===== config.mk =====
export PLATFORM = sky130hd
export DESIGN_NAME = flag_hazard_ctrl
export DESIGN_NICKNAME = d
export VERILOG_FILES = /design/src/rtl/flag_hazard_ctrl.sv
export SDC_FILE = /design/constraint.sdc
export NUM_CORES = 1
export LEC_CHECK = 0
export CAP_MARGIN = 20
export CORE_MARGIN = 5
export CORE_UTILIZATION = 51
export CTS_CLUSTER_SIZE = 16
export DETAILED_ROUTE_END_ITERATION = 7
export HOLD_SLACK_MARGIN = 0.06
export PLACE_DENSITY = 0.85
export SLEW_MARGIN = 0
export SYNTH_ARGS = -nofsm -noshare
export SYNTH_HDL_FRONTEND = slang
export SYNTH_SLANG_ARGS = --single-unit
export TNS_END_PERCENT = 20

===== constraint.sdc =====
create_clock -name clk -period 3.4 [get_ports clk]
set_input_delay 0.68 -clock clk [delete_from_list [all_inputs] [get_ports clk]]
set_output_delay 0.68 -clock clk [all_outputs]
set_load 0.03 [all_outputs]

===== src/rtl/flag_hazard_ctrl.sv =====
// NZCV flag register with B.cond evaluation in ID and EX->ID flag hazard
// resolution (combinational forwarding or a one-cycle stall FSM).
module flag_hazard_ctrl #(
    parameter bit FWD_EX = 1'b0,
    parameter int CNT_W  = 16
) (
    input  logic             clk,
    input  logic             reset,
    input  logic             valid_ex,
    input  logic             setFlag_ex,
    input  logic [3:0]       aluFlags_ex,
    input  logic             valid_id,
    input  logic             condBr_id,
    input  logic [3:0]       cond_id,
    input  logic             flush,
    output logic [3:0]       flags,
    output logic             condTrue,
    output logic             stall,
    output logic [CNT_W-1:0] stallCnt
);

    typedef enum logic {RUN = 1'b0, HOLD = 1'b1} state_t;

    state_t     state;
    state_t     next_state;
    logic       commit;
    logic       haz;
    logic [3:0] src_flags;

    function automatic logic cond_eval(input logic [3:0] c, input logic [3:0] f);
        logic n, z, cy, v;
        {n, z, cy, v} = f;
        case (c)
            4'd0:    return z;
            4'd1:    return !z;
            4'd2:    return cy;
            4'd3:    return !cy;
            4'd4:    return n;
            4'd5:    return !n;
            4'd6:    return v;
            4'd7:    return !v;
            4'd8:    return cy && !z;
            4'd9:    return !cy || z;
            4'd10:   return n == v;
            4'd11:   return n != v;
            4'd12:   return !z && (n == v);
            4'd13:   return z || (n != v);
            default: return 1'b1;
        endcase
    endfunction

    // flush squashes EX, so it blocks both the commit and the hazard.
    assign commit = valid_ex & setFlag_ex & ~flush;
    assign haz    = valid_id & condBr_id & commit;

    assign src_flags = (FWD_EX && haz) ? aluFlags_ex : flags;
    assign condTrue  = valid_id & condBr_id & cond_eval(cond_id, src_flags);

    always_comb begin
        // NOTE: every output gets a default first so no path infers a latch.
        stall      = 1'b0;
        next_state = RUN;
        if (!FWD_EX) begin
            case (state)
                RUN: begin
                    if (haz) begin
                        stall      = 1'b1;
                        next_state = HOLD;
                    end
                end
                // Bubble sits in EX and flags already hold the committed value.
                HOLD:    next_state = RUN;
                default: next_state = RUN;
            endcase
        end
    end

    always_ff @(posedge clk) begin
        // NOTE: non-blocking assignments keep every register updating from pre-edge values.
        if (reset) begin
            state    <= RUN;
            flags    <= 4'b0000;
            stallCnt <= '0;
        end else begin
            state <= next_state;
            if (commit) begin
                flags <= aluFlags_ex;
            end
            if (stall && (stallCnt != {CNT_W{1'b1}})) begin
                stallCnt <= stallCnt + {{(CNT_W-1){1'b0}}, 1'b1};
            end
        end
    end

endmodule


Word level (Yosys, flattened, before mapping)
Cells that the tools add are included.

cells by class
  eq/ne operators = 16
  $add $sub $neg = 1
  bitwise operators = 7
  reductions and logical operators = 10
  muxes and demuxes = 4

operators with widths
  kind                     number
  $eq A4 B4 Y1 const B     6
  $add A16 B1 Y16 const B  1
  $eq A4 B3 Y1 const B     4
  $ne A16 B16 Y1 const B   1
  $pmux W1 S14             1
  $eq A4 B2 Y1 const B     2
  $and A1 B1 Y1            5
  $eq A4 B1 Y1 const B     1
  $logic_not A1 Y1         4
  $logic_not A4 Y1         1
  $logic_and A1 B1 Y1      3
  $logic_or A1 B1 Y1       2
  $mux W1                  2
  $not A1 Y1               2
  $pmux W1 S2              1
  $eq A1 B1 Y1             1
  $ne A1 B1 Y1             1

word-level totals
  input port bits = 15
  register bits after elaboration = 21
  logic and storage cells = 41

Logic depth before layout (Yosys ltp)
  depth after elaboration = 6
  mapped depth = 7
  depth with buffers taken out = 5

Worst setup path after synthesis
OpenSTA, ideal clock, no wires.

  kind = input to output
  start point = input port cond_id[1]
  end point = output port condTrue
  path slack = 0.605 ns
  arrival time = 2.115 ns
  path buffers = 1
  data required time = 2.720 ns
  stages = 5
  cells stage by stage = clkbuf_1 -> or3b_2 -> a31oi_1 -> o32ai_1 -> a31oi_1

between the ends
  longest elaborated chain between the ends = 3

ends and longest elaborated chain
  what                                        RTL line  text
  from (decl)                                 14        input logic [3:0] cond_id,
  $eq A4 B4 Y1, or another cell as far along  33        case (c)
  $pmux W1 S14 (*)                            33
  $and A1 B1 Y1 (*)                           57        assign condTrue = valid_id & condBr_id & cond_eval(cond_id, src_flags);
  to (decl)                                   17        output logic condTrue,

Mark *: on every way between the ends. The rest lies on a longest branch, timed or not.

Worst setup path after layout
Same ends and word-level chain as after synthesis.

==> impl_metrics.toml <==
[outcome]
outcome = "finished, final reports clean"

[yosys]
synth_edf_count = 0
ys_seq_area_frac = 0.324
synth_top_area_cell = "dfxtp_1"
synth_top_family_by_area = "simple AND/OR/NAND/NOR gates"
synthArstFlopShare = 0
synth_cells = 154
synth_compound_gate_area_share = 0.178
synth_area_leaders = "dfxtp_1, mux2_2, mux2i_1"
yosysWarningCount = 0
avgSynthCellArea_um2 = 8.43
synth_xor_xnor_area_share = 0.0135
synth_seq_cells = 21
synth_ff_type = "dfxtp_1"
ys_types = 45
netlist.area_leader.share = 0.324
syn-num-nets = 170
syn_area_um2 = 1300
synth_simple_gate_area_frac = 0.311
synthAdderAreaFrac = 0.00963
muxShareOfSynthArea = 0.0983

[worst_setup_path]
end_kind = "output port"
crit_chain = "clkdlybuf4s50_1 > or3b_2 > a31oi_1 > o32ai_1 > a31oi_1 > buf_4"
crit_type = "input pin to output port"
startpoint_type = "input pin"
cp_slowest_stage_delay_ns = 0.57
cp_common_cell = "a31oi_1"
required_ns = 2.72
crit_family = "buffers and inverters"
worst-endpoint-arrival_ns = 2.45
worstPathMaxFanout = 11
crit_slowest_cell = "clkdlybuf4s50_1"
path_buf_inv = 2

[pwr]
power_density_nw_per_um2 = 255
ir_drop_v = 0.000265
power.leakage_uw = 0.000604

[global_route]
grt_max_degree = 25
grt_usage = 0.202
antenna_found_initial = 0
grt_pass1_vias = 1287
grt_pass1_wl_um = 5700
gr-total-overflow = 0

[final_layout]
fin_nets = 204
syn_to_final_growth_pct = 29.8
drive_above_1_share = 0.0909
diodes = 0

[die]
die_width_um = 60.5
dieArea_um2 = 3660
rows = 18
core-area_um2 = 2450
io_pins = 37
fp.dieH_um = 60.5
start_util = 0.529

[timing]
slew_headroom = 0.438
tns_ns = 0
period_needed_ns = 3.13
drv_slew = 0
fin_crit_sh = 0.921
fin_skew_ns = 0.00521
setup_slack_ns = 0.269
setup_viol = 0
worstMarginPinSlew_ns = 0.840
rsz0062_at_grt = "false"
whs_ns = 0.526
hold_viol = 0
max_freq_ghz = 0.319

[detailed_routing]
wl_per_cell_um = 15.4
met3_length_um = 230
ant_nets = 0
top_layer = "met4"
met1Wirelength_um = 1420
via_per_inst = 6.15
vias = 1335
drc = 0
drt_iter0_drc = 101
wirelength_um = 3340
first_pass_iters = 4
wl_met2_um = 1660

[run]
drv_cap = 0

[clock_tree]
cts_resized = 0
clock_sinks = 21
clk_latency_ns = 0.31
cts_buffers = 3
postCtsHoldBufs = 0
htree_levels = 1
clkTransAtPathRegs_ns = 0.12
post-cts-setup-buffers = 0
clk_path_buf_depth = 2
cts_root_buf = "clkbuf_4"
cts_tree = "yes"

[place]
dpl.hpwl_um = 2540
dp_slack_ns = 0.321
place_congestion = 1.03
port_buffers = 36

[min_path]
hold_class = "flip-flop to flip-flop"
-- stage by stage --
| step | util | power, uW | cell area, um^2 | std cells |
|---|---|---|---|---|
| after detailed placement | 0.675 | 314 | 1660 | 213 |
| after floorplan | - | 286 | 1300 | 154 |
| after CTS | 0.687 | 433 | 1690 | 217 |
| after global placement | 0.675 | 312 | 1660 | 213 |
| final | 0.687 | 430 | 1690 | 217 |
| after global routing | 0.687 | 454 | 1690 | 217 |
-- layer usage --
layer  GRT usage  vias up
li1            -      650
met1       0.258      629
met2       0.343       52
met3      0.0362        4
met4      0.0681        0
met5           0        -
-- synth_stat cells (all sizes together) (5+ instances only) --
cell type  number
dfxtp          21
inv             9
nor2           11
a21oi           7
nand3           6
nor2b           7
and3            5
nand2          12
buf             5
and4            6
mux2            6
mux2i           6
-- power breakdown --
group	total, uW	leakage (uW)	switching [uW]	internal, uW
sequential	251	0.000169	2.79	248
combinational	58.5	0.000416	27.8	30.7
clock	121	0.0000177	77.1	43.9
-- sequential cells by signal (all words and copies together), names as in the netlist --
name	flops
state	1
stallCnt	16
flags	4
-- cell type report --
type | instances | area, um^2
clock buffers | 3 | 22.5
clock inverters | 1 | 5.00
fillers | 203 | 769
inverters | 9 | 33.8
multi-input cells | 115 | 793
flip-flops and latches | 21 | 420
well taps | 30 | 37.5
repair buffers | 38 | 373
-- tightest hold or removal path: stages (launching register included) --
cell and delay, ns:
dfxtp_1 0.36, nand2_1 0.07, mux2i_1 0.06
-- path summary, 6_finish.rpt --
path / start / to / slack (ns) / cells past startpoint
worst max-delay path: cond_id[1] / condTrue / 0.27 / 6
worst min-delay path: stallCnt[10]$_SDFFE_PP0P_ / stallCnt[10]$_SDFFE_PP0P_ / 0.53 / 2
worst max register to register: stallCnt[0]$_SDFFE_PP0P_ / stallCnt[12]$_SDFFE_PP0P_ / 1.46 / 5
worst min register to register: stallCnt[10]$_SDFFE_PP0P_ / stallCnt[10]$_SDFFE_PP0P_ / 0.53 / 2
-- layout by cell type, fill, tap and decap left out, types with 5 or more instances in the layout --
| cell type | instances |
|---|---|
| a21oi_1 | 7 |
| and3_1 | 5 |
| and4_1 | 5 |
| clkdlybuf4s50_1 | 35 |
| dfxtp_1 | 21 |
| inv_1 | 9 |
| mux2_2 | 6 |
| mux2i_1 | 6 |
| nand2_1 | 12 |
| nand3_1 | 6 |
| nor2_1 | 11 |
| nor2b_1 | 7 |
-- logic make-up (layout without fill, tap and decap cells) --
kind of cell,Yosys count,count (layout)
AOI/OAI and AO/OA,32,32
and+or+nand+nor,68,68
buffers and inverters,18,51
muxes,12,12
DFF,21,21
adders and majority gates,1,1
xor gates and xnor gates,2,2
Power figures use the tool's default switching activity.
==> RTL change (same flow settings) <==
Set the parameter `CNT_W` to 18 (it was 16).
--- a/src/rtl/flag_hazard_ctrl.sv
+++ b/src/rtl/flag_hazard_ctrl.sv
@@ -2,7 +2,7 @@
 // resolution (combinational forwarding or a one-cycle stall FSM).
 module flag_hazard_ctrl #(
     parameter bit FWD_EX = 1'b0,
-    parameter int CNT_W  = 16
+    parameter int CNT_W  = 18
 ) (
     input  logic             clk,
     input  logic             reset,
Ports: changed (resized stallCnt); port bits go from 37 to 39. No check against the original RTL was run, so the function may have changed too.
==> RTL change against the original RTL <==
Largest power group unchanged; sequential cell count increased by 2; final cell count grew 1.4%; routed wire length rose by 1.8%; setup slack worse by 0.0015 ns; sequential share of layout area grew 1.8 points; combinational power down 3%; total power rose by 5.2%; synthesized area fell by 0.67%; non-clock buffer count grew 3; largest cell class unchanged; final area grew 2.3%; highest routed layer unchanged.
==> RTL change: results (changes against the original RTL) <==
* Vias per Instance at 6.159 (+0.11%)
* Clock sinks at 23 (+9.5%)
* Share of cells above drive strength 1 at 0.1000 (+0.009091)
* Clock buffer count at 4 (+1)
* Non-filler cells, final at 220 (+1.4%)
* Largest cells by area after synthesis: dfxtp_1, nand2_1, a21oi_1
* CP peak stage delay at 0.53 ns (-0.04 ns)
* Clock network area share at 0.01524 (-0.001093)
* P_sw at 106.2 uW (-1.4%)
* XOR/XNOR share of the synthesized area at 0.01358 (+0.00009157)
* Clk_skew at 0.003453 ns (-0.001760 ns)
* Peak VDD IR at 0.2144 mV (-19%)
* First-pass GRT wire length at 5437 um (-4.6%)
* Regs by FF count: stallCnt (18), flags (4), state (1)
* Post-synth top cells: dfxtp_1, nand2_1, a21oi_1, or4_1, nor2_1
* I/O Buffers at 38 (+5.6%)
* Nonclk inv count at 4 (-5)
* Syn Inst Count at 152 (-1.3%)
* Outcome: finished, final reports clean
* Fraction of area in multi-input gates at 0.4550 (-0.01567)
* Unique masters post-synth at 42 (-6.7%)
* Power Combinational at 57.0 uW (-3%)
* Mux share of post-synthesis cell area at 0.07565 (-0.02261)
* Worst slack at placement at 0.2705 ns (-0.05026 ns)
* Initial DRC count at 46 (-54%)
* Nonclk buf count at 41 (+7.9%)
* Leakage at 0.0005901 uW (-2.2%)
==> RTL change: cell types whose count changed after synthesis, moves of 4 or more <==
cell     before  now
nor2_1       11    7
a21oi_1       7   14
or4_1         3    9
nand2_1      12   19
and3_1        5    0
inv_1         9    4
and4_1        5    1
==> RTL change: final timing paths <==
check            endpoint   startpoint  cells past startpoint  slack, ns
max reg2reg  stallCnt[10]  stallCnt[0]                      5       1.13
min reg2reg      flags[1]     flags[1]                      2       0.50
max              condTrue   cond_id[2]                      6       0.27
min              flags[1]     flags[1]                      2       0.50
==> RTL change: worst reg2reg max path, stage by stage, from the launching register on <==
cell	delay (ns)
dfxtp_1	0.44
ha_1	0.24
nand3_2	0.20
or4_1	0.62
or4_1	0.56
a21oi_1	0.15
==> RTL change: metal layers <==
metal,vias to the layer above,part of all wire,global-route usage
met5,-,0,0
met4,0,0.0082,0.05380
met3,4,0.094,0.03240
met2,62,0.49,0.3519
met1,634,0.41,0.2222
li1,655,-,-
